--- src/rtl/cache_fill_fsm.sv ---
// Cache miss fill controller: streams one block of word reads to a pipelined memory and writes the returns into the cache.
// Optional macro CACHE_FILL_CRITICAL_WORD_FIRST_EN: fill starts at the missed word and wraps within the block.
module cache_fill_fsm #(
    parameter int ADDR_WIDTH      = 16,
    parameter int WORDS_PER_BLOCK = 8,
    parameter int MEM_LATENCY     = 4
) (
    input  logic                               clk,
    input  logic                               rst,
    input  logic                               miss_detected,
    input  logic [ADDR_WIDTH-1:0]              miss_address,
    input  logic                               memory_data_valid,
    input  logic [15:0]                        memory_data,
    output logic                               memory_enable,
    output logic [ADDR_WIDTH-1:0]              memory_address,
    output logic                               fsm_busy,
    output logic                               write_data_array,
    output logic [$clog2(WORDS_PER_BLOCK)-1:0] cache_word_index,
    output logic [15:0]                        cache_data,
    output logic                               write_tag_array,
    output logic                               fill_done
);
    localparam int WORD_BITS = $clog2(WORDS_PER_BLOCK);
    localparam int OFF_BITS  = WORD_BITS + 1;
    localparam int CNT_BITS  = WORD_BITS + 1;
    localparam logic [ADDR_WIDTH-1:0] BLOCK_MASK = ~ADDR_WIDTH'((2 * WORDS_PER_BLOCK) - 1);
    localparam logic [CNT_BITS-1:0]   LAST_IDX   = CNT_BITS'(WORDS_PER_BLOCK - 1);

    typedef enum logic {
        IDLE = 1'b0,
        FILL = 1'b1
    } state_t;

    state_t                r_state;
    logic [CNT_BITS-1:0]   r_req_cnt;
    logic [CNT_BITS-1:0]   r_ret_cnt;
    logic [ADDR_WIDTH-1:0] r_base;
    logic [MEM_LATENCY-1:0] r_req_pipe;

    logic                  w_fill;
    logic                  w_req_active;
    logic                  w_ret_fire;
    logic                  w_last_ret;
    logic [WORD_BITS-1:0]  w_req_word;
    logic [WORD_BITS-1:0]  w_ret_word;
    logic [ADDR_WIDTH-1:0] w_req_addr;

`ifdef CACHE_FILL_CRITICAL_WORD_FIRST_EN
    logic [WORD_BITS-1:0]  r_miss_word;

    // Word slots rotate from the missed word; the sum wraps inside the block by width.
    assign w_req_word = r_req_cnt[WORD_BITS-1:0] + r_miss_word;
    assign w_ret_word = r_ret_cnt[WORD_BITS-1:0] + r_miss_word;
`else
    assign w_req_word = r_req_cnt[WORD_BITS-1:0];
    assign w_ret_word = r_ret_cnt[WORD_BITS-1:0];
`endif

    assign w_fill       = (r_state == FILL);
    // The request counter stops at WORDS_PER_BLOCK, so its top bit marks "all issued".
    assign w_req_active = w_fill && !r_req_cnt[CNT_BITS-1];
    assign w_ret_fire   = w_fill && memory_data_valid;
    assign w_last_ret   = w_ret_fire && (r_ret_cnt == LAST_IDX);
    assign w_req_addr   = r_base + {{(ADDR_WIDTH - OFF_BITS){1'b0}}, w_req_word, 1'b0};

    assign memory_enable    = w_req_active;
    assign memory_address   = w_req_active ? w_req_addr : '0;
    assign fsm_busy         = w_fill;
    assign write_data_array = w_ret_fire;
    assign cache_word_index = w_ret_fire ? w_ret_word : '0;
    assign cache_data       = w_ret_fire ? memory_data : '0;
    assign write_tag_array  = w_last_ret;
    assign fill_done        = w_last_ret;

    always_ff @(posedge clk or negedge rst) begin
        if (!rst) begin
            r_state   <= IDLE;
            r_req_cnt <= '0;
            r_ret_cnt <= '0;
            r_base    <= '0;
`ifdef CACHE_FILL_CRITICAL_WORD_FIRST_EN
            r_miss_word <= '0;
`endif
        end else if (r_state == IDLE) begin
            if (miss_detected) begin
                r_base    <= miss_address & BLOCK_MASK;
                r_req_cnt <= '0;
                r_ret_cnt <= '0;
`ifdef CACHE_FILL_CRITICAL_WORD_FIRST_EN
                r_miss_word <= miss_address[OFF_BITS-1:1];
`endif
                r_state   <= FILL;
            end
        end else begin
            if (w_req_active) begin
                r_req_cnt <= r_req_cnt + 1'b1;
            end
            if (w_ret_fire) begin
                r_ret_cnt <= r_ret_cnt + 1'b1;
            end
            if (w_last_ret) begin
                r_state <= IDLE;
            end
        end
    end

    // Request history used only to check that returns arrive MEM_LATENCY cycles after a request.
    always_ff @(posedge clk or negedge rst) begin
        if (!rst) begin
            r_req_pipe <= '0;
        end else begin
            r_req_pipe <= MEM_LATENCY'({r_req_pipe, memory_enable});
        end
    end

    a_return_latency: assert property (@(posedge clk) disable iff (!rst)
        (fsm_busy && memory_data_valid) |-> r_req_pipe[MEM_LATENCY-1]);

endmodule

--- config.mk ---
export PLATFORM = sky130hd
export DESIGN_NAME = cache_fill_fsm
export DESIGN_NICKNAME = d
export VERILOG_FILES = /design/src/rtl/cache_fill_fsm.sv
export SDC_FILE = /design/constraint.sdc
export NUM_CORES = 1
export LEC_CHECK = 0
export CORE_MARGIN = 1
export CORE_UTILIZATION = 25
export DETAILED_ROUTE_END_ITERATION = 7
export SLEW_MARGIN = 20
export SYNTH_ARGS = -nofsm -noshare
export SYNTH_HDL_FRONTEND = slang
export SYNTH_SLANG_ARGS = --single-unit
--- constraint.sdc ---
create_clock -name clk -period 1.7 [get_ports clk]
set_clock_uncertainty 0.2 [all_clocks]
set_input_delay 0.255 -clock clk [delete_from_list [all_inputs] [get_ports clk]]
set_output_delay 0.255 -clock clk [all_outputs]
set_load 0.02 [all_outputs]
==> flow_summary_export.csv <==
group,metric,value,unit
cts,h-tree-depth,1,
synth,synthCells,133,
synth,synthAdderAreaFrac,2.22,%
worst_setup_path,endpoint,"memory_address[8]",
worst_setup_path,r2r_end,"r_req_cnt[0]",
worst_setup_path,regToRegSetupSlack,0.15,ns
synth,yosys_warnings,0,
synth,synthTopCellsByCount,"nand2_1, dfrtp_1, and3_1, and2_1, nor2_1",
worst_setup_path,worstSetupPathType,"flip-flop to output pin",
synth,synth_area,1120,µm²
floorplan,die_area,4770,µm²
cts,root_buffer,"clkbuf_8",
synth,synthFlopType,"dfrtp_1",
cts,cts_buffers,3,
worst_setup_path,r2r-start,"fsm_busy",
worst_hold_path,hp-class,"primary input to async pin",
sta,setup_tns,-0.300,ns
worst_setup_path,slowest_stage,"dfrtp_2",
worst_setup_path,crit_top_cell,"buf_6",
power_and_ir_drop,p_sw_share,36.4,%
synth,synth_top_family_by_area,"simple AND/OR/NAND/NOR gates",
worst_setup_path,path_cells,"nor2b_4 -> buf_4 -> buf_6 -> and2_4 -> buf_6",
synth,yosys.area.top_type_share,46.7,%
synth,synthSimpleGateAreaFrac,39.2,%
global_routing,use_met2,24.8,%
worst_setup_path,path_delay_family,"flip-flops",
synth,synth-compound-area-share,2.89,%
place,place_inst,267,
synth,synthTopCellsByArea,"dfrtp_1, nand2_1, and3_1",
routing,drt_iter0_drc,60,
worst_setup_path,r2r_cells,6,
worst_setup_path,worstPathArrival,1.36,ns
global_routing,top_usage_layer,"met2",
sta,rsz0062_at_grt,"true",
routing,drc,0,
global_routing,grt_pass1_wl,5510,µm
status,violations,"negative setup slack",
worst_setup_path,critPathCaptureType,"output pin",
run,drv_cap,0,
power_and_ir_drop,cellPowerDensity,1380,nW/µm²
worst_setup_path,path_buf_inv,3,
sta,hold_violations,0,
floorplan,rows,24,
worst_setup_path,crit_path_start_kind,"flip-flop",
cts,cts.sinks,21,
global_routing,grt_pass1_vias,1144,
global_routing,grt.total_usage,14.2,%
power_and_ir_drop,p_int,0.00183,W
power_and_ir_drop,clkPwrFrac,11.2,%
sta,max_freq,550,MHz
routing,ant_nets,0,
layout,drive_above_1_share,40.0,%
cts,clkTransAtPathRegs,0.08,ns
synth,ys_ff_latch,21,
cts,cts_hold_buf,0,
sta,period_minus_slack,1.82,ns
synth,synth_area_per_cell,8.46,µm²
power_and_ir_drop,comb_power_share,57.9,%
global_routing,grt_use_met3,2.63,%
cts,tritoncts,"done",
routing,dr.pass1.iters,4,
worst_setup_path,crit_start,"fsm_busy",
layout,area_delta_synth_final,85.3,%
worst_setup_path,worst-path-stages,5,
routing,num_vias,1184,
layout,instances_no_fill,277,
sta,setup_violations,13,
synth,syn-num-nets,171,
synth,synth_xor_area_share,0.779,%
synth,synth_edf_count,0,
synth,async_flop_share,100,%
synth,synth.most_common_cell,"nand2_1",
worst_setup_path,max_stage_delay,0.44,ns
power_and_ir_drop,pwr-share-seq,30.9,%
synth,yosysTopAreaCell,"dfrtp_1",
status,outcome,"finished with violations",
floorplan,initial_core_util,26.0,%
synth,synthMuxAreaShare,2.78,%
routing,avgViaCountPerCell,4.27,
synth,yosysUniqueCellTypes,26,
floorplan,ios,76,
power_and_ir_drop,power.total,0.00287,W
place,dpl_cell_area,2010,µm²
sta,worst_slack,-0.117,ns
global_routing,overflow,0,
routing,avgRoutedWirePerCell,12.0,µm
global_routing,antenna_found_initial,0,
cts,clkLatencyLatePin,0.26,ns
global_routing,use_met1,17.9,%
floorplan,die_w,69.1,µm
place,gp_congestion,0.733,
layout,n_antenna_cell,0,
sta,slew_viol_final,0,
worst_setup_path,cp.required,1.24,ns
place,io_buffers,70,
place,hpwl,2450,µm
floorplan,core-area,4320,µm²
cts,cts_buffer_depth,2,
routing,routed_wl,3330,µm
global_routing,grt_start_max_net_pins,22,
worst_setup_path,worstPathMaxFanout,4,
sta,finalCritPeriodShare,107,%
power_and_ir_drop,p_leak,1.14,nW
floorplan,die_h,69.1,µm
layout,design_area,2080,µm²
synth,seq_area_frac_synth,46.7,%
power_and_ir_drop,p_switching,0.00105,W
power_and_ir_drop,vdd_ir_drop_max,714,µV
layout,fin_nets,264,
-- kinds of logic (layout without fill, tap and decap cells) --
kind of cell               after synthesis  after routing
AOI/OAI and AO/OA                        5              5
buffers and inverters                   12            104
muxes                                    3              3
adders and majority gates                2              2
DFF                                     21             21
and+or+nand+nor                         88             88
other                                    1              1
xor gates and xnor gates                 1              1
-- state kept, by name, summed over array words and instances, names as in the netlist --
name,count
fsm_busy,1
r_ret_cnt,4
r_req_cnt,4
r_base,12
-- what timing repair did --
action / in CTS / in global routing
resized for setup: 200 / 16
buffers inserted: 2 / 3
pin swaps: 1 / 8
endpoints found under the setup margin: 39 / 18
gates cloned: 1 / 1
-- power groups by stage --
| stage | clock [W] | combinational (W) | sequential [W] |
|---|---|---|---|
| after floorplan | 0 | 0.000731 | 0.000868 |
| after global placement | 0 | 0.00144 | 0.000867 |
| after detailed placement | 0 | 0.00146 | 0.000874 |
| after CTS | 0.000341 | 0.00155 | 0.000875 |
| after global routing | 0.000361 | 0.00182 | 0.000920 |
| final | 0.000323 | 0.00166 | 0.000887 |
-- routing by layer --
layer / part of all wire [%] / up-vias
li1: - / 608
met5: 0 / -
met3: 2.1 / 2
met2: 53 / 18
met1: 44 / 556
met4: 0.75 / 0
-- worst min-delay path by stage --
| stage | from | to | slack (ns) | depth (start not counted) |
|---|---|---|---|---|
| 2_1_floorplan | rst | fsm_busy | -0.24 | 0 |
| 3_3_place_gp | r_base[14] | r_base[14] | 0.25 | 2 |
| 3_5_place_dp | r_base[12] | r_base[12] | 0.25 | 2 |
| 4_1_cts | rst | r_base[7] | 0.15 | 2 |
| 5_1_grt | rst | r_base[7] | 0.17 | 2 |
| 6_report | rst | r_base[7] | 0.13 | 2 |
-- stage by stage --
step                setup WS, ns  hold WS [ns]  utilization, %
CTS                       -0.136         0.146            46.8
detailed placement        -0.517         0.255            46.4
global placement          -0.490         0.249            46.4
finish                    -0.117         0.135            48.2
global route              -0.153         0.166            48.2
floorplan                0.00514        -0.241               -
-- layout by cell type, fill, tap and decap left out, types with 2 or more instances in the layout --
master and n:
inv_1 2, buf_6 22, nand2_1 40, buf_2 20, nand3_1 3, ha_1 2, and3_1 18, nor2_1 5
and2_4 15, buf_4 24, dlygate4sd2_1 2, mux2i_1 2, clkbuf_8 3, clkdlybuf4s50_1 30, dfrtp_1 20
-- area by class of cell --
cell class	instances	area (µm²)
clock inverter	1	5.00
inverter	2	7.51
multi-input combinational	100	593
fill	446	2240
timing repair buffer	98	846
sequential	21	527
tap	52	65.1
clock buffer	3	41.3
(Power assumes the default switching activity.)
